<file path="config.mk">
export PLATFORM = sky130hd
export DESIGN_NAME = reg_dump_uart_tx
export DESIGN_NICKNAME = d
export VERILOG_FILES = /design/src/rtl/reg_dump_pkg.sv /design/src/rtl/uart_tx_8n1.sv /design/src/rtl/reg_dump_uart_tx.sv
export SDC_FILE = /design/constraint.sdc
export NUM_CORES = 1
export LEC_CHECK = 0
export CORE_MARGIN = 2
export CORE_UTILIZATION = 30
export DETAILED_ROUTE_END_ITERATION = 7
export GPL_TIMING_DRIVEN = 0
export PLACE_DENSITY_LB_ADDON = 0.1
export SYNTH_ARGS = -nofsm -noshare
export SYNTH_HDL_FRONTEND = slang
export SYNTH_SLANG_ARGS = --single-unit
</file>
<file path="constraint.sdc">
create_clock -name iCLK -period 1.75 [get_ports iCLK]
set_input_delay 0.175 -clock iCLK [delete_from_list [all_inputs] [get_ports iCLK]]
set_output_delay 0.175 -clock iCLK [all_outputs]
set_load 0.01 [all_outputs]
</file>
<file path="src/rtl/reg_dump_pkg.sv">
// Shared types and helpers for the register-dump UART transmitter.
package reg_dump_pkg;

  typedef enum logic [2:0] {IDLE, LOAD, START, DATA, STOP, FIN} state_t;

  typedef struct packed {
    logic       vld;
    logic [7:0] data;
  } tx_req_t;

  localparam logic [7:0] ASCII_CR = 8'h0D;
  localparam logic [7:0] ASCII_LF = 8'h0A;

  // The frame sequencer preloads during the second-to-last stop cycle, so a bit
  // must last at least two clocks; slower ratios are clamped up to two.
  function automatic int clks_per_bit(input int clk_hz, input int baud);
    int cpb;
    cpb = clk_hz / baud;
    return (cpb < 2) ? 2 : cpb;
  endfunction

  function automatic logic [7:0] nib2ascii(input logic [3:0] nib);
    return (nib < 4'd10) ? (8'h30 + {4'h0, nib}) : (8'h37 + {4'h0, nib});
  endfunction

endpackage

</file>
<file path="src/rtl/uart_tx_8n1.sv">
// 8N1 byte serializer: valid/ready byte in, start + 8 data (LSB first) + stop out.
module uart_tx_8n1
  import reg_dump_pkg::*;
#(
  parameter int CPB = 16
) (
  input  logic       iCLK,
  input  logic       iRST_N,
  input  logic       iValid,
  output logic       oReady,
  input  logic [7:0] iData,
  output logic       oTxd,
  output logic       oStop,
  output logic       oNearEnd
);

  localparam int CW = $clog2(CPB);

  state_t          st_q, st_d;
  logic [CW-1:0]   baud_q;
  logic [2:0]      bit_q;
  logic [7:0]      sh_q;
  logic            bit_end;

  assign bit_end = (baud_q == CW'(CPB - 1));

  always_ff @(posedge iCLK or negedge iRST_N) begin
    if (!iRST_N) st_q <= IDLE;
    else         st_q <= st_d;
  end

  always_comb begin
    st_d = st_q;
    case (st_q)
      IDLE:    if (iValid) st_d = START;
      START:   if (bit_end) st_d = DATA;
      DATA:    if (bit_end && bit_q == 3'd7) st_d = STOP;
      STOP:    if (bit_end) st_d = IDLE;
      default: st_d = IDLE;
    endcase
  end

  always_ff @(posedge iCLK or negedge iRST_N) begin
    if (!iRST_N) begin
      baud_q <= '0;
      bit_q  <= '0;
      sh_q   <= '0;
    end else if (st_q == IDLE) begin
      baud_q <= '0;
      bit_q  <= '0;
      if (iValid) sh_q <= iData;
    end else begin
      baud_q <= bit_end ? '0 : baud_q + CW'(1);
      if (bit_end && st_q == DATA) begin
        sh_q  <= {1'b0, sh_q[7:1]};
        bit_q <= bit_q + 3'd1;
      end
    end
  end

  // oNearEnd flags the second-to-last stop cycle so the next byte can be
  // loaded with exactly one idle-high clock between frames.
  always_comb begin
    oTxd     = 1'b1;
    oReady   = 1'b0;
    oStop    = 1'b0;
    oNearEnd = 1'b0;
    case (st_q)
      IDLE:  oReady = 1'b1;
      START: oTxd   = 1'b0;
      DATA:  oTxd   = sh_q[0];
      STOP: begin
        oStop    = 1'b1;
        oNearEnd = (baud_q == CW'(CPB - 2));
      end
      default: ;
    endcase
  end

endmodule

</file>
<file path="src/rtl/reg_dump_uart_tx.sv">
// Walks register addresses 0..NUM_REGS-1 and sends each byte as an 8N1 frame.
// Define REG_DUMP_ASCII_EN to send two uppercase hex chars per register plus CR/LF.
module reg_dump_uart_tx
  import reg_dump_pkg::*;
#(
  parameter int CLK_HZ   = 50000000,
  parameter int BAUD     = 115200,
  parameter int NUM_REGS = 8,
  parameter int ADDR_W   = 3,
  parameter int DATA_W   = 8
) (
  input  logic              iCLK,
  input  logic              iRST_N,
  input  logic              iStart,
  output logic [ADDR_W-1:0] oRa,
  input  logic [DATA_W-1:0] iRd,
  output logic              oTxd,
  output logic              oBusy,
  output logic              oDone
);

  localparam int CPB = clks_per_bit(CLK_HZ, BAUD);
`ifdef REG_DUMP_ASCII_EN
  localparam int FRAMES = 2 * NUM_REGS + 2;
`else
  localparam int FRAMES = NUM_REGS;
`endif
  localparam int FW = $clog2(FRAMES + 1);

  state_t            st_q, st_d;
  logic [FW-1:0]     frm_q, frm_nxt;
  logic [ADDR_W-1:0] ra_q, ra_nxt;
  logic [7:0]        tx_q, ld_char;
  tx_req_t           req;
  logic              tx_ready, tx_stop, tx_near;
  logic              more, adv;

  assign more    = (frm_q != FW'(FRAMES - 1));
  assign adv     = tx_near && more && (st_q == DATA || st_q == STOP);
  assign frm_nxt = frm_q + FW'(1);

`ifdef REG_DUMP_ASCII_EN
  logic [7:0] byte_q;

  // Address only moves on the high-nibble char; it parks on the last register during CR/LF.
  assign ra_nxt = (frm_nxt < FW'(2 * NUM_REGS)) ? ADDR_W'(frm_nxt >> 1) : ra_q;

  always_ff @(posedge iCLK or negedge iRST_N) begin
    if (!iRST_N) byte_q <= '0;
    else if (st_q == LOAD && !frm_q[0] && frm_q < FW'(2 * NUM_REGS)) byte_q <= iRd;
  end

  always_comb begin
    if (frm_q == FW'(FRAMES - 1))      ld_char = ASCII_LF;
    else if (frm_q == FW'(FRAMES - 2)) ld_char = ASCII_CR;
    else if (frm_q[0])                 ld_char = nib2ascii(byte_q[3:0]);
    else                               ld_char = nib2ascii(iRd[7:4]);
  end
`else
  assign ra_nxt = ADDR_W'(frm_nxt);

  always_comb ld_char = iRd;
`endif

  always_ff @(posedge iCLK or negedge iRST_N) begin
    if (!iRST_N) st_q <= IDLE;
    else         st_q <= st_d;
  end

  always_comb begin
    st_d = st_q;
    case (st_q)
      IDLE:  if (iStart) st_d = LOAD;
      LOAD:  st_d = START;
      START: if (tx_ready) st_d = DATA;
      DATA: begin
        if (adv)          st_d = LOAD;
        else if (tx_stop) st_d = STOP;
      end
      STOP: begin
        if (adv)                    st_d = LOAD;
        else if (!more && tx_ready) st_d = FIN;
      end
      FIN:     st_d = IDLE;
      default: st_d = IDLE;
    endcase
  end

  always_ff @(posedge iCLK or negedge iRST_N) begin
    if (!iRST_N) begin
      frm_q <= '0;
      ra_q  <= '0;
      tx_q  <= '0;
    end else begin
      if (st_q == IDLE && iStart) begin
        frm_q <= '0;
        ra_q  <= '0;
      end
      if (adv) begin
        frm_q <= frm_nxt;
        ra_q  <= ra_nxt;
      end
      if (st_d == FIN)  ra_q <= '0;
      if (st_q == LOAD) tx_q <= ld_char;
    end
  end

  always_comb begin
    oBusy    = 1'b1;
    oDone    = 1'b0;
    req.vld  = (st_q == START);
    req.data = tx_q;
    case (st_q)
      IDLE: oBusy = 1'b0;
      FIN: begin
        oBusy = 1'b0;
        oDone = 1'b1;
      end
      default: ;
    endcase
  end

  assign oRa = ra_q;

  uart_tx_8n1 #(.CPB(CPB)) u_tx (
    .iCLK     (iCLK),
    .iRST_N   (iRST_N),
    .iValid   (req.vld),
    .oReady   (tx_ready),
    .iData    (req.data),
    .oTxd     (oTxd),
    .oStop    (tx_stop),
    .oNearEnd (tx_near)
  );

endmodule

</file>
==> results.md, run 1 <==
- Fin nets: 230
- Max Cap Violations: 0
- Largest net degree at the start of global routing: 42
- Total power draw: 1.68 mW
- Number of flops mapped to enable cells by yosys: 0
- Netlist Area Pre-Place: 0.00213 mm^2
- Final Non-Filler Cells: 309
- Synth warn: 0
- Met1 WL: 1.95 mm
- Dominant cell type by area after synthesis: dfrtp_1
- WP data required: 1.93 ns
- Pre-CTS setup slack: -0.182 ns
- Worst-path maximum fanout: 8
- Final Slew Violations: 0
- Synth top cells by count: 41 x dfrtp_1, 17 x mux2_2, 14 x nor2_1
- CP arrival: 1.99 ns
- Final critical-path share of the clock period: 104%
- CTS sink cnt: 41
- 1st-iter DRT viols: 53
- Fin crit period: 1.82 ns
- Least-Margin Pin Slew: 0.507 ns
- Die Y: 88.2 um
- Final WL: 4.36 mm
- Final setup skew: 0.00919 ns
- Placed Cells: 294
- Synth top area share: 48.3%
- WS Path Type: flip-flop to flip-flop
- Htree depth: 2
- Max Freq: 0.551 GHz
- Hold Vio Cnt, Final: 0
- Starting Density: 31.1%
- DRC Markers: 0
- Failing checks: setup timing
- Clk buf depth: 2
- Post-route setup TNS: -0.426 ns
- Layout cells sized above 1: 30.5%
- WL/cell: 14.1 um
- I/O Buffers: 16
- Main synth FF type: dfrtp_1
- Post-DP Area: 0.00242 mm^2
- Worst hold slack: 0.393 ns
- Initial antenna violation count: 0
- Peak per-stage delay on the critical path: 0.42 ns
- Filler Cells Inserted: 686
- Highest metal used: met4
- Synth area leaders: dfrtp_1 48%, mux2_2 9.0%, mux2_4 4.9%, ha_1 3.5%, nor2_1 2.5%
- Total track usage: 12.4%
- Critical path capture point type: flip-flop
- Synthesis-stage register bit count: 41
- Core Region: 0.00683 mm^2
- Final core occ: 38.5%
- Syn_area_per_cell: 11.7 um^2
- Register area: 0.00103 mm^2
- Syn Nets: 198
- Critical path's slowest cell: dfrtp_1
- Global-route wire length before repair: 7.31 mm
- Multi-input logic area: 0.00107 mm^2
- Dpl hpwl: 3.09 mm
- Via count: 1,477
- Met3 wire length: 122 um
- Post-synthesis async set-or-reset flop share: 100%
- Worst vdd ir: 294 uV
- Final setup vio count: 8
- GR Overflow Total: 0
- RSZ-0062 raised after global routing: true
- Post-DRT Antenna Nets: 0
- Worst path bufs/invs: 1
- Total CTS buffers: 5
- CTS tree: built
- Die ar.: 0.00778 mm^2
- Synth unique cells: 44
- CP Cell Sequence: or3b_4 > nor3_4 > a31o_1 > buf_6 > mux2_4
- Root Buffer: clkbuf_8
- Vias in the first global route: 1,591
- Power density cells: 640 mW/mm^2
- Placer Congestion: 0.779
- Clock Latency Late Sink: 0.29 ns
- Num ports: 17
- Top-count cell post-synth: dfrtp_1
- CP delay by family, top: simple AND/OR/NAND/NOR gates
- Via/cell ratio: 4.78
- Final worst slack: -0.0656 ns
- Register area share after synthesis: 48.3%
- Die W: 88.2 um
- Rel. slew slack: 66.2%
- Area Overhead vs Synth: 23.6%
- Site row count: 30
- Final instance area: 0.00263 mm^2
- Hold Crit Class: input port to async pin
- Startpoint types: flip-flop
- ANT cells: 0
- Post-Syn Instances: 181
- Worst-path clk slew: 0.08 ns
- Status: finished, violations left
- WL met2: 2.23 mm
- Initial DRT Pass Iterations: 4
- Leakage: 1.16 nW
==> final cells by class <==
class / instances / share of cell area, %
Inverter: 6 / 0.857
Multi-Input combinational cell: 127 / 40.9
Timing Repair Buffer: 27 / 9.81
Sequential cell: 41 / 39.1
Tap cell: 96 / 4.57
Buffer: 5 / 1.48
Clock buffer: 7 / 3.29
==> sequential cells by signal (all words and copies together) (netlist names) <==
register and cells:
st_q 3, u_tx.sh_q 8, tx_q 8, oRa 3
u_tx.bit_q 3, u_tx.st_q 3, u_tx.baud_q 9, frm_q 4
==> worst paths after layout <==
check / from / end / slack, ns / cells after the start
setup / recovery: u_tx.baud_q[3] / u_tx.sh_q[1] / -0.07 / 5
hold / removal: iRST_N / frm_q[1] / 0.39 / 3
setup reg to reg: u_tx.baud_q[3] / u_tx.sh_q[1] / -0.07 / 5
hold reg to reg: u_tx.bit_q[0] / u_tx.bit_q[0] / 0.49 / 1
max in group asynchronous: iRST_N / u_tx.sh_q[7] / 1.15 / 3
min in group iCLK: iRd[3] / tx_q[3] / 0.49 / 2
==> layout by cell type, fill, tap and decap left out, types with 4 or more instances in the layout <==
master,instances
nor2b_1,4
mux2i_1,4
dfrtp_1,39
mux2_2,15
mux2_4,9
nor2_1,13
clkdlybuf4s50_1,13
xnor2_1,6
buf_4,12
o21ai_0,4
nand4_1,5
inv_1,6
nand2_1,11
clkbuf_8,6
nand3_1,7
ha_1,6
==> routing by layer <==
layer  GRT usage [%]  vias up
met1            14.9      747
li1                -      702
met4            4.13        0
met2            21.7       20
met3            2.83        8
met5               0        -
==> worst register-to-register path, stage by stage, from the launching register on <==
cell and delay, ns:
dfrtp_1 0.42, or3b_4 0.40, nor3_4 0.21, a31o_1 0.20, buf_6 0.16, mux2_4 0.31
==> what timing repair did <==
item	4_1_cts	5_1_grt
buffers inserted	6	3
hold buffers	1	0
cloned	0	0
setup endpoints to repair	27	27
hold endpoints to repair	41	0
pin swaps	5	5
resized for setup	12	3
==> report_power, final <==
part | total, mW | leakage, nW | switching [mW] | internal (mW)
combinational | 0.0771 | 0.631 | 0.0297 | 0.0474
clock | 0.629 | 0.0443 | 0.315 | 0.313
sequential | 0.975 | 0.486 | 0.00937 | 0.965
==> cell families (layout without fill, tap and decap cells) <==
| logic type | Yosys count | after routing | share of synthesized area, % |
|---|---|---|---|
| AO/OA/AOI/OAI | 18 | 18 | 6.12 |
| XOR/XNOR | 9 | 9 | 3.71 |
| adder cells (fa/ha/maj) | 6 | 6 | 3.53 |
| buffers and inverters | 13 | 45 | 2.88 |
| flip-flops | 41 | 41 | 48.3 |
| multiplexers | 28 | 28 | 15.8 |
| AND/OR/NAND/NOR | 66 | 66 | 19.7 |
Note: power is estimated with default switching activity, not from simulation.
==> inputs of run 2 (changes only) <==
CORE_MARGIN = default   (was 2)
CTS_CLUSTER_SIZE = 30   (was default)
==> run 2 against run 1 <==
Compared with the run above:
- the run still ends with setup timing left
- combinational power is 1% lower
- core utilization is 0.37 points higher
- non-clock buffer count is 4 higher
- routed wire length is 0.37% lower
- clock power is 0.6% higher
- hold slack worse by 0.0096 ns
- final cell count is 1.3% higher
- die area is 4.5% lower
- critical path depth stayed put
- sequential power hardly changed
- setup slack better by 0.010 ns
- power is 0.21% higher
- critical path type unchanged
==> results.md, run 2 (synthesis gave the netlist of run 1 again) <==
- Status: finished, violations left
- Failing checks: setup timing
- ANT cells: 0
- CP Cell Sequence: or3b_4 > nor3_4 > buf_4 > and3_4 > mux2_2
- Final WL: 4.35 mm
- Hold Crit Class: input port to async pin
- Post-DRT Antenna Nets: 0
- Regs by FF count: u_tx.baud_q: 9 flops, tx_q: 8 flops, u_tx.sh_q: 8 flops
- Fin nets: 234
- Final Slew Violations: 0
- Max FFs per register: 9
- Final setup skew: 0.00779 ns
- Final core occ: 38.8%
- Met3 wire length: 115 um
- Worst vdd ir: 292 uV
- CP arrival: 1.98 ns
- Num ports: 17
- Biggest register: u_tx.baud_q
- Power density cells: 635 mW/mm^2
- Commonest non-fill, non-tap cell in the layout: dfrtp_1
- Placer Congestion: 0.764
- Highest metal used: met4
- Peak per-stage delay on the critical path: 0.41 ns
- Die Y: 86.2 um
- Final instance area: 0.00265 mm^2
- Clock Latency Late Sink: 0.29 ns
- I/O Buffers: 16
- 1st-iter DRT viols: 25
- Site row count: 30
- Least-Margin Pin Slew: 0.504 ns
- Initial DRT Pass Iterations: 4
- Via count: 1,468
- Startpoint types: flip-flop
- Layout cells sized above 1: 32.7%
- Rel. slew slack: 66.4%
- Pre-CTS setup slack: -0.183 ns
- R2R depth: 5
- Htree depth: 2
- Critical path capture point type: flip-flop
- Max Cap Violations: 0
- Met1 WL: 2.05 mm
- Leakage: 1.17 nW
- Post-DP Area: 0.00242 mm^2
- WS Path Type: flip-flop to flip-flop
- Clk buf depth: 2
- Critical path's slowest cell: or3b_4
- DRC Markers: 0
- Die ar.: 0.00743 mm^2
- WP data required: 1.92 ns
- Dpl hpwl: 3.00 mm
- Largest net degree at the start of global routing: 42
- Total CTS buffers: 5
- Core Region: 0.00683 mm^2
- Fin crit period: 1.81 ns
- Global-route wire length before repair: 7.42 mm
- Final setup vio count: 9
- CTS sink cnt: 41
- RSZ-0062 raised after global routing: true
- Initial antenna violation count: 0
- Hold Vio Cnt, Final: 0
- Vias in the first global route: 1,524
- Die W: 86.2 um
- Worst-path maximum fanout: 4
- Via/cell ratio: 4.69
- Root Buffer: clkbuf_8
- Commonest non-fill, non-tap cells in the layout: 37 x dfrtp_1, 17 x mux2_2, 15 x buf_4
- Placed Cells: 294
- Final Non-Filler Cells: 313
- Worst-path clk slew: 0.08 ns
- CTS tree: built
- GR Overflow Total: 0
- Final worst slack: -0.0553 ns
- Worst hold slack: 0.384 ns
- Final critical-path share of the clock period: 103%
- Total track usage: 12.9%
- Starting Density: 31.1%
- Max Freq: 0.554 GHz
- WL met2: 2.13 mm
- WL/cell: 13.9 um
- Area Overhead vs Synth: 24.8%
==> run 2: cell count changes in the layout (fill, tap and decap cells not counted), sizes merged <==
cell          before  now
dlygate4sd2        0    1
dlymetal6s2s       2    1
buf               16   20
==> run 2: per-stage QoR <==
stage | power [mW] | TNS, ns
floorplan | 1.02 | -0.125
global placement | 1.06 | -23.29
detailed placement | 1.07 | -2.82
CTS | 1.71 | -1.24
global route | 1.77 | -0.866
finish | 1.68 | -0.177
==> run 2: layer usage <==
metal / track usage, % / vias up
met3: 3.33 / 5
met2: 21.9 / 15
met4: 4.55 / 0
met5: 0 / -
li1: - / 708
met1: 15.9 / 740
==> run 2: cell type report <==
class | instances | area (um^2)
Buffer | 5 | 42.5
Multi-Input combinational cell | 127 | 1070
Inverter | 6 | 22.5
Fill cell | 696 | 4180
Tap cell | 96 | 120
Clock buffer | 7 | 86.3
Sequential cell | 41 | 1030
Timing Repair Buffer | 31 | 284
==> run 2: worst paths after layout <==
kind | from | to | slack [ns]
min in group iCLK | iRd[3] | tx_q[3] | 0.49
setup / recovery | u_tx.baud_q[3] | u_tx.bit_q[2] | -0.06
hold / removal | iRST_N | u_tx.baud_q[6] | 0.38
hold reg to reg | u_tx.bit_q[0] | u_tx.bit_q[0] | 0.50
max in group asynchronous | iRST_N | u_tx.st_q[1] | 1.15
setup reg to reg | u_tx.baud_q[3] | u_tx.bit_q[2] | -0.06
==> run 2: worst max-delay path, delay by kind of cell, from the launching register on <==
family        cells  cell delay (ns)
buf+inv           1             0.16
mux               1             0.34
flops             1             0.39
simple gates      3             0.81
==> run 2: report_power, final <==
group | switching [mW] | internal [mW] | leakage, nW | total, mW
clock network | 0.320 | 0.313 | 0.0443 | 0.633
logic | 0.0288 | 0.0473 | 0.646 | 0.0761
registers | 0.00952 | 0.965 | 0.484 | 0.975
==> run 2: repair_timing <==
action | 4_1_cts | 5_1_grt
setup endpoints to repair | 27 | 17
buffers inserted | 6 | 7
endpoints found under the hold margin | 41 | 0
gates resized for setup | 10 | 7
hold buffers | 1 | 0
pin swaps | 2 | 4
==> inputs of run 3 (changes only) <==
MAX_ROUTING_LAYER = met4   (was default)
==> run 3 against run 2 <==
Compared with the run above:
- the flow still finishes with violations (setup timing)
- sequential share of layout area did not move
- global-route usage rose by 0.39 points
- non-clock buffer count is the same
- core utilization unchanged
- largest power group unchanged
- highest routed layer unchanged
==> results.md, run 3 (synthesis gave the netlist of run 1 again) <==
- Critical path's slowest cell: or3b_4
- Worst-path maximum fanout: 4
- Biggest register: u_tx.baud_q
- WP data required: 1.92 ns
- CP arrival: 1.98 ns
- Worst-path clk slew: 0.08 ns
- Regs by FF count: u_tx.baud_q: 9 flops, tx_q: 8 flops, u_tx.sh_q: 8 flops
- Max Freq: 0.554 GHz
- Starting Density: 31.1%
- Final Slew Violations: 0
- Failing checks: setup timing
- Largest net degree at the start of global routing: 42
- Clk buf depth: 2
- Status: finished, violations left
- Fin crit period: 1.80 ns
- Worst path bufs/invs: 1
- CP delay by family, top: simple AND/OR/NAND/NOR gates
- Critical path capture point type: flip-flop
- RSZ-0062 raised after global routing: true
- Total track usage: 13.3%
- GR Overflow Total: 0
- Die W: 86.2 um
- Worst vdd ir: 292 uV
- Max FFs per register: 9
- Dpl hpwl: 3.00 mm
- Global-route wire length before repair: 7.42 mm
- Final critical-path share of the clock period: 103%
- Root Buffer: clkbuf_8
- I/O Buffers: 16
- CP Cell Sequence: or3b_4 > nor3_4 > buf_4 > and3_4 > mux2_2
- Total CTS buffers: 5
- Via count: 1,469
- DRC Markers: 0
- Site row count: 30
- CTS tree: built
- Via/cell ratio: 4.69
- Vias in the first global route: 1,525
- Hold Vio Cnt, Final: 0
- 1st-iter DRT viols: 28
- Rel. slew slack: 66.4%
- Peak per-stage delay on the critical path: 0.41 ns
- Core Region: 0.00683 mm^2
- Commonest non-fill, non-tap cells in the layout: 37 x dfrtp_1, 17 x mux2_2, 15 x buf_4
- Initial DRT Pass Iterations: 4
- ANT cells: 0
- Die ar.: 0.00743 mm^2
- Final core occ: 38.8%
- Commonest non-fill, non-tap cell in the layout: dfrtp_1
- Placer Congestion: 0.774
- Final setup vio count: 9
- Final Non-Filler Cells: 313
- Placed Cells: 294
- Filler Cells Inserted: 696
- Post-DRT Antenna Nets: 0
- Layout cells sized above 1: 32.7%
- Clock Latency Late Sink: 0.29 ns
- Num ports: 17
- Total power draw: 1.68 mW
- Leakage: 1.17 nW
- Final worst slack: -0.0548 ns
- Die Y: 86.2 um
- WS Path Type: flip-flop to flip-flop
- Least-Margin Pin Slew: 0.504 ns
- Final WL: 4.35 mm
- Startpoint types: flip-flop
- WL/cell: 13.9 um
- Area Overhead vs Synth: 24.8%
- Fin nets: 234
- Max Cap Violations: 0
- Power density cells: 635 mW/mm^2
- Hold Crit Class: input port to async pin
- Initial antenna violation count: 0
- Worst hold slack: 0.384 ns
- Htree depth: 2
- Final setup skew: 0.00779 ns
- CTS sink cnt: 41
- R2r setup slk: -0.05 ns
[run 3: metal layers]
metal / wire length (um) / part of all wire, % / vias up / track usage, %
met5: 0 / 0 / - / -
met4: 55 / 1.3 / 0 / 4.55
met3: 115 / 2.6 / 5 / 3.33
met2: 2130 / 49 / 15 / 21.9
met1: 2050 / 47 / 740 / 15.9
li1: - / - / 709 / -
[run 3: tightest hold or removal path, stage by stage]
cell           delay [ns]
dlygate4sd3_1        0.52
buf_2                0.12
buf_12               0.23
[run 3: path summary, 6_finish.rpt]
path | end | cells after the start | startpoint
worst max-delay path | u_tx.bit_q[2] | 5 | u_tx.baud_q[3]
worst min-delay path | u_tx.baud_q[6] | 3 | iRST_N
worst max register to register | u_tx.bit_q[2] | 5 | u_tx.baud_q[3]
worst min register to register | u_tx.bit_q[0] | 1 | u_tx.bit_q[0]
max in group asynchronous | u_tx.st_q[1] | 3 | iRST_N
min in group iCLK | tx_q[3] | 2 | iRd[3]
[run 3: power breakdown]
part	internal, mW	switching, mW
registers	0.965	0.00952
logic	0.0473	0.0288
clock network	0.313	0.319
total	1.33	0.358
[run 3: what timing repair did]
action,in CTS,in global routing
pin swaps,2,4
endpoints found under the setup margin,27,17
buffers inserted,6,7
gates resized for setup,10,7
hold buffers,1,0
hold endpoints to repair,41,0
[run 3: final cells by class]
type | instances | area (um^2) | area share [%]
plain buffers | 5 | 42.5 | 1.60
clock buffers | 7 | 86.3 | 3.25
inverters | 6 | 22.5 | 0.849
multi-input cells | 127 | 1070 | 40.2
flip-flops and latches | 41 | 1030 | 38.9
well taps | 96 | 120 | 4.53
repair buffers | 31 | 284 | 10.7
[run 3: metrics by stage]
step           setup TNS, ns  setup slack [ns]  instance area, um^2
2_1_floorplan         -0.125           -0.0178                 2130
3_3_place_gp          -23.29            -0.520                 2410
3_5_place_dp           -2.82            -0.183                 2420
4_1_cts                -1.24            -0.144                 2590
5_1_grt               -0.866           -0.0940                 2650
6_report              -0.173           -0.0548                 2650
